### src/rtl/acc_alu_pkg.sv
// Shared types and constants for the acc_alu accumulator/ALU stage.
// Opcode 111 decodes as MUL when ACC_ALU_MUL_EN is defined, otherwise as SHR.
package acc_alu_pkg;

  localparam int W     = 4;
  localparam int CNT_W = $clog2(W);

  typedef enum logic [2:0] {
    OP_LDA = 3'b000,
    OP_ADD = 3'b001,
    OP_SUB = 3'b010,
    OP_AND = 3'b011,
    OP_OR  = 3'b100,
    OP_XOR = 3'b101,
    OP_SHL = 3'b110,
`ifdef ACC_ALU_MUL_EN
    OP_MUL = 3'b111
`else
    OP_SHR = 3'b111
`endif
  } op_t;

  typedef enum logic [1:0] {
    S_IDLE = 2'b00,
    S_MUL  = 2'b01,
    S_DONE = 2'b10
  } state_t;

  localparam logic [W-1:0] RST_ACC = '0;
  localparam logic         RST_C   = 1'b0;

endpackage

### src/rtl/acc_alu_if.sv
// Control-unit handshake and operand/result bus of the acc_alu stage.
interface acc_alu_if;
  import acc_alu_pkg::*;

  logic         start_i;
  logic [2:0]   op_i;
  logic [W-1:0] ACT_i;
  logic [W-1:0] ACC_o;
  logic         Z_o;
  logic         C_o;
  logic         busy_o;
  logic         done_o;

  modport master (
    output start_i, op_i, ACT_i,
    input  ACC_o, Z_o, C_o, busy_o, done_o
  );

  modport slave (
    input  start_i, op_i, ACT_i,
    output ACC_o, Z_o, C_o, busy_o, done_o
  );

endinterface

### src/rtl/acc_alu_mul.sv
// Shift-add multiplier sequencer: W steps after a load, strobing o_step_done
// during the last step; o_product already includes that last partial add.
module acc_alu_mul
  import acc_alu_pkg::*;
(
  input  logic             clk,
  input  logic             rst_n,
  input  logic             i_load,
  input  logic [W-1:0]     i_a,
  input  logic [W-1:0]     i_b,
  output logic             o_step_done,
  output logic [2*W-1:0]   o_product
);

  logic             r_busy;
  logic [CNT_W-1:0] r_cnt;
  logic [2*W-1:0]   r_mcand;
  logic [W-1:0]     r_mplier;
  logic [2*W-1:0]   r_pp;
  logic [2*W-1:0]   w_pp_next;

  assign w_pp_next   = r_pp + (r_mplier[0] ? r_mcand : '0);
  assign o_step_done = r_busy && (r_cnt == CNT_W'(W - 1));
  assign o_product   = w_pp_next;

  // NOTE: state registers use non-blocking assignments so every register
  // samples pre-edge values, independent of statement order.
  always_ff @(posedge clk or negedge rst_n) begin
    if (!rst_n) begin
      r_busy   <= 1'b0;
      r_cnt    <= '0;
      r_mcand  <= '0;
      r_mplier <= '0;
      r_pp     <= '0;
    end else if (i_load) begin
      r_busy   <= 1'b1;
      r_cnt    <= '0;
      r_mcand  <= {{W{1'b0}}, i_a};
      r_mplier <= i_b;
      r_pp     <= '0;
    end else if (r_busy) begin
      r_pp     <= w_pp_next;
      r_mcand  <= r_mcand << 1;
      r_mplier <= r_mplier >> 1;
      r_cnt    <= r_cnt + CNT_W'(1);
      if (o_step_done) r_busy <= 1'b0;
    end
  end

endmodule

### src/rtl/acc_alu.sv
// Accumulator/ALU stage: single-cycle ops commit on the accepting edge.
// ACC_ALU_MUL_EN selects a W-cycle MUL for opcode 111 instead of SHR.
module acc_alu
  import acc_alu_pkg::*;
(
  input  logic      C_i,
  input  logic      rst_ni,
  acc_alu_if.slave  bus
);

  state_t       r_state, w_state_next;
  logic [W-1:0] r_acc, w_acc_next;
  logic         r_c, w_c_next;
  op_t          w_op;
  logic [W-1:0] w_alu_res;
  logic         w_alu_c;
  logic [W:0]   w_sum;

  assign w_op = op_t'(bus.op_i);

`ifdef ACC_ALU_MUL_EN
  logic           w_mul_load;
  logic           w_step_done;
  logic [2*W-1:0] w_product;

  acc_alu_mul u_mul (
    .clk         (C_i),
    .rst_n       (rst_ni),
    .i_load      (w_mul_load),
    .i_a         (r_acc),
    .i_b         (bus.ACT_i),
    .o_step_done (w_step_done),
    .o_product   (w_product)
  );
`endif

  // NOTE: every always_comb output gets a default first so no path can
  // leave it unassigned and infer a latch.
  always_comb begin
    w_alu_res = '0;
    w_alu_c   = 1'b0;
    w_sum     = {1'b0, r_acc} + {1'b0, bus.ACT_i};
    case (w_op)
      OP_LDA: w_alu_res = bus.ACT_i;
      OP_ADD: begin
        w_alu_res = w_sum[W-1:0];
        w_alu_c   = w_sum[W];
      end
      OP_SUB: begin
        w_alu_res = r_acc - bus.ACT_i;
        w_alu_c   = (r_acc < bus.ACT_i);
      end
      OP_AND: w_alu_res = r_acc & bus.ACT_i;
      OP_OR:  w_alu_res = r_acc | bus.ACT_i;
      OP_XOR: w_alu_res = r_acc ^ bus.ACT_i;
      OP_SHL: begin
        w_alu_res = {r_acc[W-2:0], 1'b0};
        w_alu_c   = r_acc[W-1];
      end
`ifndef ACC_ALU_MUL_EN
      OP_SHR: begin
        w_alu_res = {1'b0, r_acc[W-1:1]};
        w_alu_c   = r_acc[0];
      end
`endif
      default: ;
    endcase
  end

  always_comb begin
    w_state_next = r_state;
    w_acc_next   = r_acc;
    w_c_next     = r_c;
`ifdef ACC_ALU_MUL_EN
    w_mul_load   = 1'b0;
`endif
    case (r_state)
      S_IDLE, S_DONE: begin
        if (bus.start_i) begin
`ifdef ACC_ALU_MUL_EN
          if (w_op == OP_MUL) begin
            w_mul_load   = 1'b1;
            w_state_next = S_MUL;
          end else begin
`else
          begin
`endif
            w_acc_next   = w_alu_res;
            w_c_next     = w_alu_c;
            w_state_next = S_DONE;
          end
        end else begin
          w_state_next = S_IDLE;
        end
      end
      S_MUL: begin
`ifdef ACC_ALU_MUL_EN
        if (w_step_done) begin
          w_acc_next   = w_product[W-1:0];
          w_c_next     = |w_product[2*W-1:W];
          w_state_next = S_DONE;
        end
`else
        w_state_next = S_IDLE;
`endif
      end
      default: w_state_next = S_IDLE;
    endcase
  end

  always_ff @(posedge C_i or negedge rst_ni) begin
    if (!rst_ni) begin
      r_state <= S_IDLE;
      r_acc   <= RST_ACC;
      r_c     <= RST_C;
    end else begin
      r_state <= w_state_next;
      r_acc   <= w_acc_next;
      r_c     <= w_c_next;
    end
  end

  assign bus.ACC_o  = r_acc;
  assign bus.Z_o    = (r_acc == '0);
  assign bus.C_o    = r_c;
  assign bus.done_o = (r_state == S_DONE);
`ifdef ACC_ALU_MUL_EN
  assign bus.busy_o = (r_state == S_MUL);
`else
  assign bus.busy_o = 1'b0;
`endif

endmodule

### src/flat_wrapper.sv
// flat-port wrapper written by rule: the top's interface ports become plain ports
module acc_alu_flat import acc_alu_pkg::*;
  (C_i, rst_ni, bus_start_i, bus_op_i, bus_ACT_i, bus_ACC_o, bus_Z_o, bus_C_o, bus_busy_o, bus_done_o);
  acc_alu_if bus_i ();
  input  logic C_i;
  input  logic rst_ni;
  input wire logic [$bits(bus_i.start_i)-1:0] bus_start_i;
  input wire logic [$bits(bus_i.op_i)-1:0] bus_op_i;
  input wire logic [$bits(bus_i.ACT_i)-1:0] bus_ACT_i;
  output wire logic [$bits(bus_i.ACC_o)-1:0] bus_ACC_o;
  output wire logic [$bits(bus_i.Z_o)-1:0] bus_Z_o;
  output wire logic [$bits(bus_i.C_o)-1:0] bus_C_o;
  output wire logic [$bits(bus_i.busy_o)-1:0] bus_busy_o;
  output wire logic [$bits(bus_i.done_o)-1:0] bus_done_o;
  assign bus_i.start_i = bus_start_i;
  assign bus_i.op_i = bus_op_i;
  assign bus_i.ACT_i = bus_ACT_i;
  assign bus_ACC_o = bus_i.ACC_o;
  assign bus_Z_o = bus_i.Z_o;
  assign bus_C_o = bus_i.C_o;
  assign bus_busy_o = bus_i.busy_o;
  assign bus_done_o = bus_i.done_o;
  acc_alu u_core (.C_i(C_i), .rst_ni(rst_ni), .bus(bus_i));
endmodule
### config.mk
export PLATFORM = sky130hd
export DESIGN_NAME = acc_alu_flat
export DESIGN_NICKNAME = d
export VERILOG_FILES = /design/src/rtl/acc_alu_pkg.sv /design/src/rtl/acc_alu_if.sv /design/src/rtl/acc_alu_mul.sv /design/src/rtl/acc_alu.sv /design/src/flat_wrapper.sv
export SDC_FILE = /design/constraint.sdc
export NUM_CORES = 1
export LEC_CHECK = 0
export CAP_MARGIN = 30
export CELL_PAD_IN_SITES_DETAIL_PLACEMENT = 0
export CELL_PAD_IN_SITES_GLOBAL_PLACEMENT = 1
export CORE_AREA = 10 10 64 55
export CTS_BUF_LIST = sky130_fd_sc_hd__clkbuf_16
export DETAILED_ROUTE_END_ITERATION = 8
export DIE_AREA = 0 0 74 65
export PLACE_DENSITY = 0.86
export SETUP_SLACK_MARGIN = 0.05
export SYNTH_ARGS = -nofsm -noshare
export SYNTH_HDL_FRONTEND = slang
export SYNTH_HIERARCHICAL = 1
export SYNTH_SLANG_ARGS = --single-unit
### constraint.sdc
create_clock -name C_i -period 3.7 [get_ports C_i]
set_clock_uncertainty 0.2 [all_clocks]
set_input_delay 0.37 -clock C_i [delete_from_list [all_inputs] [get_ports C_i]]
set_output_delay 0.37 -clock C_i [all_outputs]
set_load 0.02 [all_outputs]
# Word-level counts from Yosys, hierarchy flattened
# Cells that the tools add are included.
op_classes:
  add_sub_neg: 2
  n_lt_le_gt_ge: 1
  eq_ne: 8
  n_mux: 4
  bitwise: 3
  reduce_logical: 5
op_table:
  columns: ["operator", "n"]
  rows:
  - ["case mux 4 bit (8 select lines)", 1]
  - ["equality test 3 bit (second input constant)", 4]
  - ["equality test 3 x 2 -> 1 bit (second input constant)", 2]
  - ["adder 4 x 4 -> 5 bit", 1]
  - ["AND 4 bit", 1]
  - ["zero test 4 bit", 1]
  - ["less-than comparator 4 bit", 1]
  - ["2-to-1 mux 2 bit", 2]
  - ["OR 4 bit", 1]
  - ["case mux 1 bit (4 select lines)", 1]
  - ["subtractor 4 bit", 1]
  - ["XOR 4 bit", 1]
  - ["equality test 3 x 1 -> 1 bit (second input constant)", 1]
  - ["zero test 3 bit", 1]
  - ["equality test 2 bit (second input constant)", 1]
  - ["zero test 2 bit", 1]
  - ["AND reduction 2 bit", 1]
  - ["OR reduction 2 bit", 1]
totals:
  register_bits: 7
  inputBits: 10
  word_cells: 26

# Longest topological paths before layout
# Gate-level depths: netlist of run 1.
depth:
  ltp_word: 3
  ltp_mapped: 9
  mapped_depth_nobuf: 9

# Least setup slack after synthesis of run 1
# OpenSTA, ideal clock, no wires.
synth_timing:
  path_type: "flip-flop to flip-flop"
  start: "register u_core.r_acc[0], in the netlist u_core/bus.ACC_o[0]"
  end: "register u_core.r_acc[2], in the netlist u_core/bus.ACC_o[2]"
  setup_ns: 0.123
  arrival_ns: 2.022
  setup_slack_ns: 1.354
  stages_incl_launch_ff: 9
  synth_period_minus_slack_ns: 2.346
  cell_sequence: "dfrtp_1 > ha_1 > inv_1 > fa_1 > nand2b_1 > mux4_2 > o311a_1 > o21ai_1 > o21ai_1"
synth_via:
  elab_chain_cells: 2
  elab_cells_between_ends: 3
  cone_classes: "add/sub (2); mux (1)"
synth_lines:
  columns: ["item", "line_no", "source"]
  rows:
  - ["from (decl)", "acc_alu.sv:12", "logic [W-1:0] r_acc, w_acc_next;"]
  - ["from (signal assigned)", "acc_alu.sv:118", "r_acc <= w_acc_next;"]
  - ["subtractor 4 bit / adder 4 x 4 -> 5 bit (equally long branches)", "acc_alu.sv:50, acc_alu.sv:42", null]
  - ["case mux 4 bit (8 select lines) (*)", "acc_alu.sv:43", "case (w_op)"]
# Every way passes the cells marked *; elsewhere a longest branch is shown, timed or not.
# A chain may end at the register's enable or synchronous reset.

# Worst setup path in the final report of run 1
layout_timing:
  start: "input bus_ACT_i[0]"
  end: "register u_core.r_acc[2], in the netlist u_core/bus.ACC_o[2]"
layout_via:
  elab_chain_cells: 2
  elab_cells_between_ends: 3
  cone_classes: "add/sub (2); mux (1)"
layout_lines:
  columns: ["item", "line_no", "source"]
  rows:
  - ["from (decl)", "flat_wrapper.sv:9", "input wire logic [$bits(bus_i.ACT_i)-1:0] bus_ACT_i;"]
  - ["subtractor 4 bit / adder 4 x 4 -> 5 bit (equally long branches)", "acc_alu.sv:50, acc_alu.sv:42", null]
  - ["case mux 4 bit (8 select lines) (*)", "acc_alu.sv:43", null]
# Marked as above.

==> results of run 1 <==
[registers in the layout (all words and copies together), names as in the netlist]
register          count
u_core/r_state        1
u_core/bus.ACC_o      4
u_core/bus.C_o        1
[cell usage after synthesis]
cell type	n	area, sq um
nand3b_1	1	7.51
and3_1	1	6.26
buf_6	4	45.0
inv_2	1	3.75
nand2b_1	2	12.5
xor2_1	3	26.3
o21ai_0	6	30.0
a21boi_0	2	15.0
ha_1	12	150
o311a_1	2	20.0
nor3_1	2	10.0
nor2_1	6	22.5
nor3b_1	1	7.51
fa_1	2	40.0
o21ai_1	3	15.0
mux4_1	1	26.3
a221oi_2	1	15.0
mux4_2	3	67.6
a21oi_1	4	20.0
conb_1	1	3.75
nor4_1	2	12.5
o22a_1	1	8.76
nand3_1	2	10.0
o32ai_1	1	8.76
o21bai_1	1	7.51
inv_1	15	56.3
buf_2	3	15.0
dfrtp_1	6	150
a31oi_1	3	18.8
buf_4	1	7.51
nand2_1	7	26.3
a311oi_1	1	8.76
[per-stage QoR]
step                cell area (sq um)  utilization
global placement                 1000        0.427
finish                           1080        0.459
global route                     1080        0.459
CTS                              1080        0.459
floorplan                         875            -
detailed placement               1000        0.427
[worst reg2reg max path, delay by kind of cell, from the launching register on]
kind	cells	cell delay, ns
mux	1	0.49
xor+xnor	1	0.17
buf+inv	2	0.17
flops	1	0.45
simple gates	1	0.11
compound gates	2	0.18
fa+ha+maj	2	0.60
[routing by layer]
metal	track usage	part of all wire	vias to the layer above
met2	0.130	0.45	26
met1	0.107	0.45	356
li1	-	-	373
met4	0.0326	0	0
met3	0.0289	0.093	0
met5	0	0	-
[power groups by stage]
stage	Combinational (mW)	Sequential (mW)	Clock, mW
floorplan	0.121	0.103	0
CTS	0.188	0.0954	0.176
detailed placement	0.187	0.0957	0
global route	0.210	0.0982	0.181
finish	0.187	0.0950	0.172
global placement	0.184	0.0953	0
[final timing paths]
kind,startpoint,endpoint,slack [ns],cells past startpoint
setup reg to reg,u_core/bus.ACC_o[0],u_core/bus.ACC_o[2],1.26,9
hold reg to reg,u_core/bus.C_o,u_core/bus.C_o,0.30,1
setup / recovery,bus_ACT_i[0],u_core/bus.ACC_o[2],1.11,9
hold / removal,rst_ni,u_core/bus.ACC_o[0],0.19,1
min in group C_i,u_core/bus.C_o,u_core/bus.C_o,0.30,1
max in group asynchronous,rst_ni,u_core/bus.C_o,2.90,1
[final cells by class]
class                   count  area [sq um]  area share
flip-flops and latches      6           150       0.140
repair buffers             16           160       0.149
multi-input cells          71           597       0.555
well taps                  27          33.8      0.0314
inverters                  16          60.1      0.0558
clock buffers               3          75.1      0.0698
[kinds of logic after synthesis]
group,after synthesis,synth area share
compound gates,25,0.192
other cells,1,0.00429
fa+ha+maj,14,0.217
mux,4,0.107
simple gates,24,0.132
xor+xnor,3,0.0300
buf+inv,24,0.146
flops,6,0.172
[placed cells by master (no fill, tap or decap), types with 2 or more instances in the layout]
cell type,instances
dfrtp_1,6
a21boi_0,2
a31oi_1,3
fa_1,2
ha_1,12
xor2_1,3
nand2b_1,2
nor2_1,6
mux4_2,3
nor3_1,2
o21ai_1,3
a21oi_1,4
inv_1,15
clkbuf_16,3
nand2_1,7
o311a_1,2
clkdlybuf4s50_1,16
nor4_1,2
o21ai_0,6
nand3_1,2
==> run summary, run 1 <==
Die Y - 65 microns
Global-route wire length before repair - 3410 microns
Post-DP HPWL - 1570 microns
Final cell count without fillers - 139
Peak supply drop - 0.316 mV
Yosys warns - 6
Row count - 16
First-pass iteration count of the detailed router - 4
FILL cells - 238
CTS buffer count - 3
Final worst setup slack - 1.11 ns
Sequential share of the synthesized area - 0.172
Clock Path Buffers - 2
Setup bufs post-CTS - 0
Critical Path AT - 2.49 ns
Cell-internal power - 305 uW
Hold_buf cts - 0
Root buffer cell - clkbuf_16
Die W - 74 microns
Switching portion of total power - 0.328
Core Region - 2340 sq um
Synthesis-to-finish area growth - 23.0%
Flops & latches, synth - 6
Drt first-iter violations - 21
Syn Inst Count - 101
Post-CTS sizing - 0
Overall Power - 454 uW
Max H-tree Level - 1
CP Buf/Inv Count - 2
Setup TNS - 0 ns
Fin crit period - 2.59 ns
Leakage - 0.486 nW
Crit-path max FO - 4
Placed insts - 136
WP data required - 3.60 ns
GPL Wtd Cong - 0.779
Switching pwr - 149 uW
Slowest stage cell, crit path - clkdlybuf4s50_1
PD cells - 422 nW/um^2
Netlist Area Pre-Place - 875 sq um
Final-report hold violation count - 0
Vias in the first global route - 785
Routed wire length per instance - 14.5 microns
Synth unique cells - 32
Boundary Pins - 18
Critical path endpoint category - flip-flop
WL final - 2010 microns
Clock transition at path regs - 0.03 ns
Clock share of power - 0.380
Setup CP Type - in2reg
Post-DRT Antenna Nets - 0
Max Slew Vio Count - 0
Clock Latency Late Sink - 0.23 ns
Die ar. - 4810 sq um
Final nets - 138
Share of cells above drive strength 1 - 0.0714
Max Freq - 386 MHz
Routed vias - 755
Comb pwr share - 0.411
Initial Util - 0.373
RSZ-0062 raised after global routing - false
Status - completed
Via density - 5.43
CTS tree - done
Global Route Usage Sum - 0.0850
Maximum capacitance violations - 0
Delay of the slowest cell on the worst path - 0.53 ns
Crit path max-delay family - buffers and inverters
Largest net degree at the start of global routing - 19
Initial antenna violation count - 0
Residual DRC - 0
Worst hold path type - in2async
Syn nets - 125
Relative slew slack - 0.560
Worst-path cell chain - clkdlybuf4s50_1 -> ha_1 -> inv_1 -> fa_1 -> nand2b_1 -> mux4_2 -> o311a_1 -> o21ai_1 -> o21ai_1
CTS Sinks - 6
Syn_area_per_cell - 8.66 sq um
Final setup vio count - 0
Setup WS pre-CTS - 0.873 ns
Port bufs - 16
Most used cell, CP - o21ai_1
Sequential share of power - 0.209
Measured slew at the worst slew-check pin - 0.658 ns
Crit path launch type - primary input
Fin crit share - 0.701
Hold WS - 0.188 ns
N_diodes - 0
Gr ovfl total - 0
Power figures use the tool's default switching activity.
==> run 2, diff against run 1 <==
--- a/config.mk
+++ b/config.mk
@@ -8,11 +8,11 @@
 export CAP_MARGIN = 30
 export CELL_PAD_IN_SITES_DETAIL_PLACEMENT = 0
 export CELL_PAD_IN_SITES_GLOBAL_PLACEMENT = 1
-export CORE_AREA = 10 10 64 55
+export CORE_AREA = 10 10 66 57
 export CTS_BUF_LIST = sky130_fd_sc_hd__clkbuf_16
 export DETAILED_ROUTE_END_ITERATION = 8
-export DIE_AREA = 0 0 74 65
-export PLACE_DENSITY = 0.86
+export DIE_AREA = 0 0 76 67
+export PLACE_DENSITY = 0.81
 export SETUP_SLACK_MARGIN = 0.05
 export SYNTH_ARGS = -nofsm -noshare
 export SYNTH_HDL_FRONTEND = slang
==> constraint.sdc (replaced) <==
create_clock -name C_i -period 2.5 [get_ports C_i]
set_clock_uncertainty 0.2 [all_clocks]
set_input_delay 0.25 -clock C_i [delete_from_list [all_inputs] [get_ports C_i]]
set_output_delay 0.25 -clock C_i [all_outputs]
set_load 0.02 [all_outputs]
==> run summary, run 2 (synthesis gave the netlist of run 1 again) <==
Crit path launch type - primary input
Overall Power - 692 uW
Global Route Usage Sum - 0.0878
Residual DRC - 0
Largest net degree at the start of global routing - 16
Max Slew Vio Count - 0
Clock transition at path regs - 0.03 ns
Gr ovfl total - 0
N_diodes - 0
Worst hold path type - in2async
Setup WS pre-CTS - -0.172 ns
Delay of the slowest cell on the worst path - 0.48 ns
Hold WS - 0.0734 ns
Placed insts - 153
CTS tree - done
Slowest stage cell, crit path - clkdlybuf4s50_1
Post-DP HPWL - 1730 microns
Post-DRT Antenna Nets - 0
Largest register FFs - 4
Routed wire length per instance - 13.6 microns
Vias in the first global route - 792
Max H-tree Level - 1
Port bufs - 16
Final setup vio count - 0
Maximum capacitance violations - 0
Crit path max-delay family - buffers and inverters
CP Buf/Inv Count - 2
Critical path endpoint category - flip-flop
Global-route wire length before repair - 3750 microns
RSZ-0062 raised after global routing - false
Initial Util - 0.361
Fin util - 0.478
Clock Latency Late Sink - 0.22 ns
Share of cells above drive strength 1 - 0.167
Die Y - 67 microns
Clock Path Buffers - 2
Final-report hold violation count - 0
Core Region - 2420 sq um
Relative slew slack - 0.633
Worst-path cell chain - clkdlybuf4s50_1 -> inv_1 -> fa_1 -> nand2b_1 -> mux4_2 -> o311a_1 -> o21ai_1 -> o21ai_1
WP data required - 2.39 ns
Final nets - 146
Via density - 4.86
Root buffer cell - clkbuf_16
Setup CP Type - in2reg
Boundary Pins - 18
PD cells - 597 nW/um^2
Routed vias - 758
Synthesis-to-finish area growth - 32.5%
CTS Sinks - 6
Die W - 76 microns
WL final - 2120 microns
CTS buffer count - 3
Final cell count without fillers - 156
Leakage - 0.529 nW
Placed standard-cell area - 1070 sq um
Die ar. - 5090 sq um
Final worst setup slack - 0.150 ns
GPL Wtd Cong - 0.807
Final Cell Area - 1160 sq um
Fin crit share - 0.940
Hold_buf cts - 0
Crit-path max FO - 4
Drt first-iter violations - 55
Initial antenna violation count - 0
Max Freq - 426 MHz
Setup TNS - 0 ns
Fin crit period - 2.35 ns
Most used cell, CP - o21ai_1
Critical Path AT - 2.24 ns
Row count - 16
Measured slew at the worst slew-check pin - 0.549 ns
Commonest non-fill, non-tap cells in the layout - 15 x clkdlybuf4s50_1, 15 x inv_1, 10 x ha_1, 8 x buf_4, 7 x nand2_1
Peak supply drop - 0.357 mV
Status - completed
First-pass iteration count of the detailed router - 4
-- run 2: cell types whose count changed in the layout (fill, tap and decap cells not counted) --
cell             delta
buf_4               +8
clkdlybuf4s50_1     -1
dfrtp_1             -1
dfrtp_2             +1
dlymetal6s2s_1      +1
fa_1                -1
fa_2                +1
ha_1                -2
ha_2                +2
-- run 2: power by group --
part / switching, mW / total [mW] / internal [mW]
combinational: 0.153 / 0.303 / 0.150
sequential: 0.0234 / 0.137 / 0.113
clock: 0.0473 / 0.252 / 0.205
total: 0.224 / 0.692 / 0.468
-- run 2: layout make-up --
type	count	area, sq um
Inverter	16	60.1
Fill cell	242	1260
Multi-Input combinational cell	71	604
Sequential cell	6	151
Clock buffer	3	75.1
Timing Repair Buffer	24	223
Tap cell	36	45.0
-- run 2: per-layer routing --
| layer | up-vias | share of wire | global-route usage |
|---|---|---|---|
| met5 | - | 0 | 0 |
| met4 | 0 | 0.0085 | 0.0142 |
| met3 | 2 | 0.042 | 0.0295 |
| met2 | 18 | 0.46 | 0.144 |
| met1 | 353 | 0.49 | 0.111 |
| li1 | 385 | - | - |
-- run 2: what timing repair did --
item	CTS	global route
endpoints found under the setup margin	0	1
gates resized for setup	0	5
buffers inserted	0	0
-- run 2: worst paths after layout --
| path | slack, ns | cells past startpoint | end | start |
|---|---|---|---|---|
| worst max-delay path | 0.15 | 8 | u_core/bus.ACC_o[2] | bus_ACT_i[1] |
| worst min-delay path | 0.07 | 1 | u_core/bus.C_o | rst_ni |
| worst max register to register | 0.20 | 8 | u_core/bus.ACC_o[2] | u_core/bus.ACC_o[0] |
| worst min register to register | 0.30 | 1 | u_core/bus.C_o | u_core/bus.C_o |
| max in group asynchronous | 1.79 | 1 | u_core/bus.ACC_o[0] | rst_ni |
| min in group C_i | 0.30 | 1 | u_core/bus.C_o | u_core/bus.C_o |
